**config.mk**
```make
export PLATFORM = sky130hd
export DESIGN_NAME = decode_stage
export DESIGN_NICKNAME = d
export VERILOG_FILES = /design/src/rtl/decode_stage_pkg.sv /design/src/rtl/decode_stage_decoder.sv /design/src/rtl/decode_stage.sv
export SDC_FILE = /design/constraint.sdc
export NUM_CORES = 1
export LEC_CHECK = 0
export CAP_MARGIN = 5
export CORE_AREA = 2 2 142 144
export CTS_CLUSTER_DIAMETER = 120
export DETAILED_ROUTE_END_ITERATION = 7
export DIE_AREA = 0 0 144 146
export MAX_ROUTING_LAYER = met4
export PLACE_DENSITY = 0.83
export SLEW_MARGIN = 10
export SYNTH_ARGS = -nofsm -noshare
export SYNTH_HDL_FRONTEND = slang
export SYNTH_SLANG_ARGS = --single-unit
```
**constraint.sdc**
```tcl
create_clock -name clk -period 6.3 [get_ports clk]
set_input_delay 1.575 -clock clk [delete_from_list [all_inputs] [get_ports clk]]
set_output_delay 1.575 -clock clk [all_outputs]
set_load 0.01 [all_outputs]
```
**src/rtl/decode_stage_pkg.sv**
```systemverilog
// Shared types and opcode constants for the decode stage and its decoder.
package decode_stage_pkg;

  localparam logic [7:0] OP_RET       = 8'hC3;
  localparam logic [7:0] OP_NOP       = 8'h90;
  localparam logic [7:0] OP_HLT       = 8'hF4;
  localparam logic [7:0] OP_ADD_RR    = 8'h01;
  localparam logic [7:0] OP_MOV_RR    = 8'h89;
  localparam logic [7:0] OP_ADD_I8    = 8'h83;
  localparam logic [7:0] OP_MOV_EAX_I = 8'hB8;
  localparam logic [7:0] OP_MOV_ECX_I = 8'hB9;
  localparam logic [7:0] OP_ADD_EAX_I = 8'h05;
  localparam logic [7:0] OP_JMP       = 8'hE9;

  typedef struct packed {
    logic [39:0] instr;
    logic [31:0] pc;
    logic [2:0]  length;
  } q_entry_t;

  typedef struct packed {
    logic [7:0]  opcode;
    logic [2:0]  rd;
    logic [2:0]  rs;
    logic [31:0] imm;
    logic        has_imm;
    logic        illegal;
    logic [2:0]  length;
  } dec_t;

endpackage

```
**src/rtl/decode_stage_decoder.sv**
```systemverilog
// Combinational field decode of one queue entry, plus the relative jump target.
module instr_decoder
  import decode_stage_pkg::*;
(
  input  q_entry_t    entry,
  output dec_t        dec,
  output logic [31:0] target
);

  logic [7:0]  op;
  logic [7:0]  modrm;
  logic [31:0] imm32;

  assign op     = entry.instr[7:0];
  assign modrm  = entry.instr[15:8];
  assign imm32  = entry.instr[39:8];
  assign target = entry.pc + 32'd5 + imm32;

  always_comb begin
    dec        = '0;
    dec.opcode = op;
    dec.length = entry.length;
    case (op)
      OP_RET, OP_NOP, OP_HLT: ;
      OP_ADD_RR, OP_MOV_RR: begin
        if (modrm[7:6] == 2'b11) begin
          dec.rd = modrm[2:0];
          dec.rs = modrm[5:3];
        end else begin
          dec.illegal = 1'b1;
        end
      end
      OP_ADD_I8: begin
        // Only the register-direct /0 form is supported.
        if (modrm[7:6] == 2'b11 && modrm[5:3] == 3'b000) begin
          dec.rd      = modrm[2:0];
          dec.imm     = {{24{entry.instr[23]}}, entry.instr[23:16]};
          dec.has_imm = 1'b1;
        end else begin
          dec.illegal = 1'b1;
        end
      end
      OP_MOV_EAX_I, OP_MOV_ECX_I: begin
        dec.rd      = op[2:0];
        dec.imm     = imm32;
        dec.has_imm = 1'b1;
      end
      OP_ADD_EAX_I, OP_JMP: begin
        dec.imm     = imm32;
        dec.has_imm = 1'b1;
      end
      default: dec.illegal = 1'b1;
    endcase
  end

endmodule

```
**src/rtl/decode_stage.sv**
```systemverilog
// In-order instruction queue fed by fetch; decodes the head and drives
// redirect/halt feedback to fetch.
module decode_stage
  import decode_stage_pkg::*;
#(
  parameter int DEPTH = 2,
  parameter int PTR_W = $clog2(DEPTH)
) (
  input  logic        clk,
  input  logic        rst,
  input  logic        f_valid,
  input  logic [39:0] f_instr,
  input  logic [31:0] f_pc,
  input  logic [2:0]  f_length,
  output logic        f_ready,
  output logic        d_valid,
  input  logic        d_ready,
  output logic [7:0]  d_opcode,
  output logic [2:0]  d_rd,
  output logic [2:0]  d_rs,
  output logic [31:0] d_imm,
  output logic        d_has_imm,
  output logic [31:0] d_pc,
  output logic [2:0]  d_length,
  output logic        d_illegal,
  output logic        redirect,
  output logic [31:0] redirect_target,
  output logic        halted
);

  localparam logic [PTR_W:0] FULL = (PTR_W+1)'(DEPTH);

  q_entry_t         mem [DEPTH];
  logic [PTR_W-1:0] wr_ptr, rd_ptr;
  logic [PTR_W:0]   count;

  q_entry_t    head;
  dec_t        dec, dec_out;
  logic [31:0] target;
  logic        push, pop, pop_jmp, pop_hlt, flush;

  assign head = mem[rd_ptr];

  instr_decoder u_dec (
    .entry  (head),
    .dec    (dec),
    .target (target)
  );

  assign d_valid = (count != '0);
  assign f_ready = (count < FULL) && !halted && !redirect;
  assign push    = f_valid && f_ready;
  assign pop     = d_valid && d_ready;
  assign pop_jmp = pop && (dec.opcode == OP_JMP);
  assign pop_hlt = pop && (dec.opcode == OP_HLT);
  // Retiring a jump or halt discards everything younger, including a same-edge push.
  assign flush   = pop_jmp || pop_hlt;

  assign dec_out   = d_valid ? dec : '0;
  assign d_opcode  = dec_out.opcode;
  assign d_rd      = dec_out.rd;
  assign d_rs      = dec_out.rs;
  assign d_imm     = dec_out.imm;
  assign d_has_imm = dec_out.has_imm;
  assign d_illegal = dec_out.illegal;
  assign d_length  = dec_out.length;
  assign d_pc      = d_valid ? head.pc : '0;

  always_ff @(posedge clk) begin
    if (push && !flush) mem[wr_ptr] <= '{instr: f_instr, pc: f_pc, length: f_length};
  end

  always_ff @(posedge clk or posedge rst) begin
    if (rst) begin
      wr_ptr          <= '0;
      rd_ptr          <= '0;
      count           <= '0;
      redirect        <= 1'b0;
      redirect_target <= '0;
      halted          <= 1'b0;
    end else begin
      redirect <= pop_jmp;
      if (pop_jmp) redirect_target <= target;
      if (pop_hlt) halted <= 1'b1;
      if (flush) begin
        count  <= '0;
        rd_ptr <= wr_ptr;
      end else begin
        if (push) wr_ptr <= wr_ptr + PTR_W'(1);
        if (pop)  rd_ptr <= rd_ptr + PTR_W'(1);
        case ({push, pop})
          2'b10:   count <= count + (PTR_W+1)'(1);
          2'b01:   count <= count - (PTR_W+1)'(1);
          default: ;
        endcase
      end
    end
  end

endmodule

```
== Yosys cells after proc, flatten, opt, wreduce, memory -nomap -nowiden ==
Memories as Yosys holds them, arrays and structs flattened.
Index checks and enable logic that the tools add are counted.
Operators by class
  $add $sub $neg: 6
  multiply operators: 0
  divide/modulo/power cells: 0
  $lt $le $gt $ge: 1
  eq/ne operators: 13
  shifts and indexed selects: 0
  mux-type cells: 17
  bitwise logic cells: 1
  reduce and logical (&&, ||, !) cells: 21
Operators by type and width (number)
  $pmux W33 S2: 1
  $eq A8 B8 Y1 const B: 8
  $mux W51: 1
  $mux W33: 1
  $add A32 B3 Y32 const B: 1
  $add A32 B32 Y32: 1
  $mux W32: 1
  $pmux W3 S3: 1
  $eq A8 B1 Y1 const B: 1
  $eq A8 B3 Y1 const B: 1
  $logic_and A1 B1 Y1: 8
  $reduce_or A7 Y1: 1
  $mux W1: 6
  $mux W3: 2
  $mux W6: 1
  $eq A2 B2 Y1 const B: 2
  $pmux W2 S2: 1
  $reduce_bool A2 Y1: 2
  $reduce_or A2 Y1: 2
  $reduce_or A4 Y1: 1
  $logic_not A1 Y1: 3
  $logic_not A3 Y1: 1
  $pmux W1 S3: 1
  $reduce_bool A3 Y1: 1
  9 further kinds: 10
Word-level totals
  register bits after elaboration: 38
  bits in latches: 0
  bits in writable memories: 150
  memory bits (read-only): 0
  output and inout port bits: 119
  memories: 1
Memory list
  mem: words 2, width 75, rd ports 1, clocked after memory_dff 0, write ports 1, line decode_stage.sv:33  | q_entry_t mem [DEPTH];

== Longest topological paths before layout ==
  depth in word-level cells: 8
  gate-level depth with buffers: 18
  gate-level depth less buffers: 13

== Hierarchy ==
From an unflattened synthesis, not the netlist that was laid out.
Unflattened totals
  cell total of the unflattened synthesis: 769
  area total of the unflattened synthesis: 10201.0 um^2
By module, submodules not included
  decode_stage: instances 1, cells each 426, area an instance 7636.1 um^2, sequential area each 5455.2 um^2
  instr_decoder: instances 1, cells each 343, area an instance 2565.0 um^2, sequential area each 0.0 um^2

== Worst setup path before layout ==
Ideal clock, no wire load.
  kind: input port to flip-flop
  start point: in d_ready
  end point: mem mem[0][0] (netlist bit), enable pin
  setup time: 509 ps
  arrival time: 5349 ps
  setup slack: 442 ps
  stages on the path: 5
  buffers on the path: 2
  cells stage by stage: nand3_1 buf_2 buf_2 nand4_1 nor2_1
On the way
  word-level cells in the longest chain between the ends: 7
Ends and longest elaborated chain
  from (decl): line decode_stage.sv:17  | input logic d_ready,
  $logic_and A1 B1 Y1 *: line decode_stage.sv:53  | assign pop = d_valid && d_ready;
  $logic_and A1 B1 Y1, on equally long branches: line decode_stage.sv:54, decode_stage.sv:55
  $logic_or A1 B1 Y1 *: line decode_stage.sv:57  | assign flush = pop_jmp || pop_hlt;
  $logic_not A1 Y1 *: line decode_stage.sv:70  | if (push && !flush) mem[wr_ptr] <= '{instr: f_instr, pc: f_pc, length: f_length};
  $logic_and A1 B1 Y1 *: line decode_stage.sv:70
  $mux W1 *: line decode_stage.sv:70
  $mux W1 (implied by the code) *: line decode_stage.sv:70
  to (decl): line decode_stage.sv:33
Mark *: on every way between the ends. The rest lies on a longest branch, timed or not.

== Worst setup path after layout ==
  start point: reg rd_ptr
  end point: out d_imm[30]
On the way
  word-level cells in the longest chain between the ends: 6
Ends and longest elaborated chain
  from (decl): line decode_stage.sv:34  | logic [PTR_W-1:0] wr_ptr, rd_ptr;
  from (signal assigned): line decode_stage.sv:87  | rd_ptr <= wr_ptr;
  from (signal assigned): line decode_stage.sv:90  | if (pop) rd_ptr <= rd_ptr + PTR_W'(1);
  $mem_v2 Z2 W75 *
  branches (longest 3 deep; another with $eq A8 B8 Y1)
  $pmux W33 S2 *: line decode_stage_decoder.sv:23  | case (op)
  $mux W51 *: line decode_stage.sv:59  | assign dec_out = d_valid ? dec : '0;
  to (decl): line decode_stage.sv:21  | output logic [31:0] d_imm,
Every way passes the cells marked *.

==> summary.md <==
| Metric | Value |
|---|---|
| Number of fillers in the final layout | 1495 |
| H-tree lvl count | 4 |
| IO buf count | 197 |
| TritonCTS Sinks | 188 |
| Minimum clock period | 5.825 ns |
| Avg WL per Cell | 19.49 um |
| Critical path capture point type | output port |
| Tot GR Track Use | 0.2604 |
| Period utilization | 0.9245 |
| Vias in the first global route | between 7000 and 8000 |
| Switching pwr | 2.935 mW |
| Ports | just under 200 |
| Run status | completed |
| Sequential fraction of the synthesis area | 0.5385 |
| Syn avg cell area | 11.70 um^2 |
| Power Total | 6.828 mW |
| Final setup violation count | 0 |
| CTS Root Buffer Type | clkbuf_16 |
| CTS tree | yes |
| Final Cell Area | 12940 um^2 |
| Hold_ws | 0.4799 ns |
| Max_slew headroom | 0.3518 |
| Post-synth EDFFs | 150 |
| Initial Util | 0.5239 |
| First-pass GRT wire length | 40570 um |
| DRC | 0 |
| Combinational power share | 0.569 |
| Share of the synthesized area in the top cell type | 0.4447 |
| Post-synth ARST share | 0.2021 |
| Top cell type by total area after synthesis | edfxtp_1 |
| Clk Latency, worst-skew pair | 0.44 ns |
| Row cnt | 51 |
| Die area | 21020 um^2 |
| Fmax | 0.1717 GHz |
| Nets | 1193 |
| CP max FO | 58 |
| Hold_buf cts | 0 |
| Worst VDD drop | ~0.00024 V |
| Area growth, synth to finish | 27.79% |
| Critical Path Start | rd_ptr |
| Unique masters post-synth | 72 |
| CTS buffer count | 17 |
| Vias | 7498 |
| Final core utilization | 0.6695 |
| Vias/cell | 5.633 |
| Seq cells post-synth | about 190 |
| Largest net degree at the start of global routing | 59 |
| DP HPWL | 19180 um |
| TritonRoute pass-1 iters | 5 |
| Antenna violations before repair | 1 |
| Leakage power | between 4 and 5 nW |
| Internal | a little under 4 mW |
| Min-delay worst type | reg2reg |
| Postcts setup bufs | 0 |
| Layout Skew | around 0.013 ns |
| Met3 usage | 0.04113 |
| RePlAce Congestion | 0.9247 |
| Switching share of power | 0.4299 |
| Die Span Y | 146 um |
| Area of the core | 19330 um^2 |
| Met1 usage | 0.3630 |
| Syn Inst Count | between 800 and 900 |
| Register share of total power | 0.267 |
| Most used DFF post-synth | edfxtp_1 |
| Drt total wl | 25940 um |
| CP Data Arrival Time | 4.25 ns |
| Slew Limit Fails | 0 |
| Area of the multi-input gates | approximately 4400 um^2 |
| FF-to-FF Start | rd_ptr |
| Storage element area | around 5500 um^2 |
| Die Wd | 144 um |
| Placed cell areas | between 10000 and 15000 um^2 |
| CTS resizes | 0 |
| Power Density | 527.5 nW/um^2 |
| Share of layout cells above drive strength 1 | 0.1277 |
| Critical path data required time | between 4 and 5 ns |
| Yosys warning count | 0 |
| Worst hold start | redirect_target[2] |
| Syn nets | roughly 1000 |
| Mapped Area | 10130 um^2 |
| GR peak layer | met2 |
| Slew @ Worst Pin | roughly 0.97 ns |
| Max clock buf depth | 2 |
| Worst-path clk slew | 0.08 ns |
| Clock share of power | 0.164 |
| Initial DRC count | between 500 and 600 |
| Unrepaired setup endpoints after global routing | no |
| Remaining global-route overflow | 0 |
| GR Util met2 | 0.3957 |
| Endpoints failing hold | 0 |
| Antenna viol nets, final | 0 |
| WS Path Type | reg2out |
| Final TNS setup | 0 ns |
| Max Cap Viol | 0 |
| Startpoint Class | flop |
| Synth area leaders | edfxtp_1 (44%), dfrtp_1 (9.4%), ha_1 (7.5%) |
==> placed cells by master (no fill, tap or decap), types with 4 or more instances in the layout <==
master and count:
nand2_1 96, mux2_2 57, nor3_1 11, and2_1 33, inv_1 22, ha_1 61
xnor2_1 15, a21oi_1 51, buf_4 11, nand3_1 12, a21o_1 5, a31oi_1 6
inv_8 6, and3_1 6, mux2i_1 15, nand2b_1 10, dfrtp_1 37, clkbuf_16 17
nand4_1 9, nor2_1 57, o21ai_0 54, a21oi_2 21, a211oi_1 4, o211ai_1 5
clkdlybuf4s50_1 197, a22oi_1 8, edfxtp_1 150, xor2_1 16, nor4_1 4
==> through the flow <==
stage          setup WS (ns)  std cells
3_3_place_gp           1.064       1298
3_5_place_dp          0.9950       1298
5_1_grt               0.2997       1331
4_1_cts               0.5195       1330
2_1_floorplan         0.4424        866
6_report              0.4754       1331
==> critical path, stage by stage, from the launching register on <==
cell             delay, ns
dfrtp_4               0.94
nand2_1               0.20
o22a_1                0.30
nor4_1                0.45
or3_1                 0.59
o21ai_4               0.27
buf_4                 0.29
a21oi_2               0.18
clkdlybuf4s50_1       0.57
==> final timing paths <==
path | to | slack, ns | cells past startpoint
worst max-delay path | d_imm[30] | 0.48 | 8
worst min-delay path | redirect_target[2] | 0.48 | 2
worst max register to register | redirect_target[26] | 1.91 | 11
worst min register to register | redirect_target[2] | 0.48 | 2
max in group asynchronous | rd_ptr | 4.36 | 3
min in group asynchronous | redirect_target[31] | 1.55 | 3
==> registers in the layout, indices dropped and copies added (netlist names) <==
name / cells
count: 2
redirect_target: 32
halted: 1
mem: 150
redirect: 1
wr_ptr: 1
rd_ptr: 1
==> cell usage after synthesis (3+ instances only) <==
cell type and instances:
a21oi_2 21, nand3_1 13, o21a_1 3, a21o_1 5
a21oi_1 51, and3_1 6, nand2b_1 10, buf_1 3
a22oi_1 8, nand2_1 96, ha_1 61, o22ai_1 3
buf_6 6, clkbuf_1 16, mux2_2 57, a31oi_1 6
mux2i_1 15, o21ai_0 54, nor3_1 11, and2_1 33
inv_1 22, buf_2 14, xor2_1 16, dfrtp_1 38
xnor2_1 15, o211ai_1 5, a211oi_1 4, nand4_1 9
nor2_1 59, nor4_1 4, edfxtp_1 150
==> power by group through the flow <==
stage	clock network, mW	registers (mW)	logic, mW
final	1.12	1.82	3.88
after global routing	1.18	1.86	4.24
after CTS	1.13	1.82	3.85
after detailed placement	0	1.85	3.82
after global placement	0	1.84	3.79
after floorplan	0	1.81	2.55
==> layer usage <==
layer / part of all wire / wire (um)
met3: 0.063 / 1628
met4: 0.023 / 604
met5: 0 / 0
met2: 0.46 / 12030
met1: 0.45 / 11680
==> layout make-up <==
type                    instances  area share
clock buffers                  17     0.03286
flip-flops and latches        188      0.4217
inverters                      22    0.006379
diodes                          1   0.0001933
well taps                     265     0.02561
multi-input cells             614      0.3384
repair buffers                209      0.1603
clock inverters                15     0.01460
==> logic make-up after synthesis <==
logic type	count (synthesis)	share of synthesized area
mux	74	0.08152
buf+inv	64	0.03174
compound gates	188	0.1214
simple gates	259	0.1227
fa+ha+maj	62	0.07732
xor+xnor	31	0.02680
flops	188	0.5385
Power figures use the tool's default switching activity.
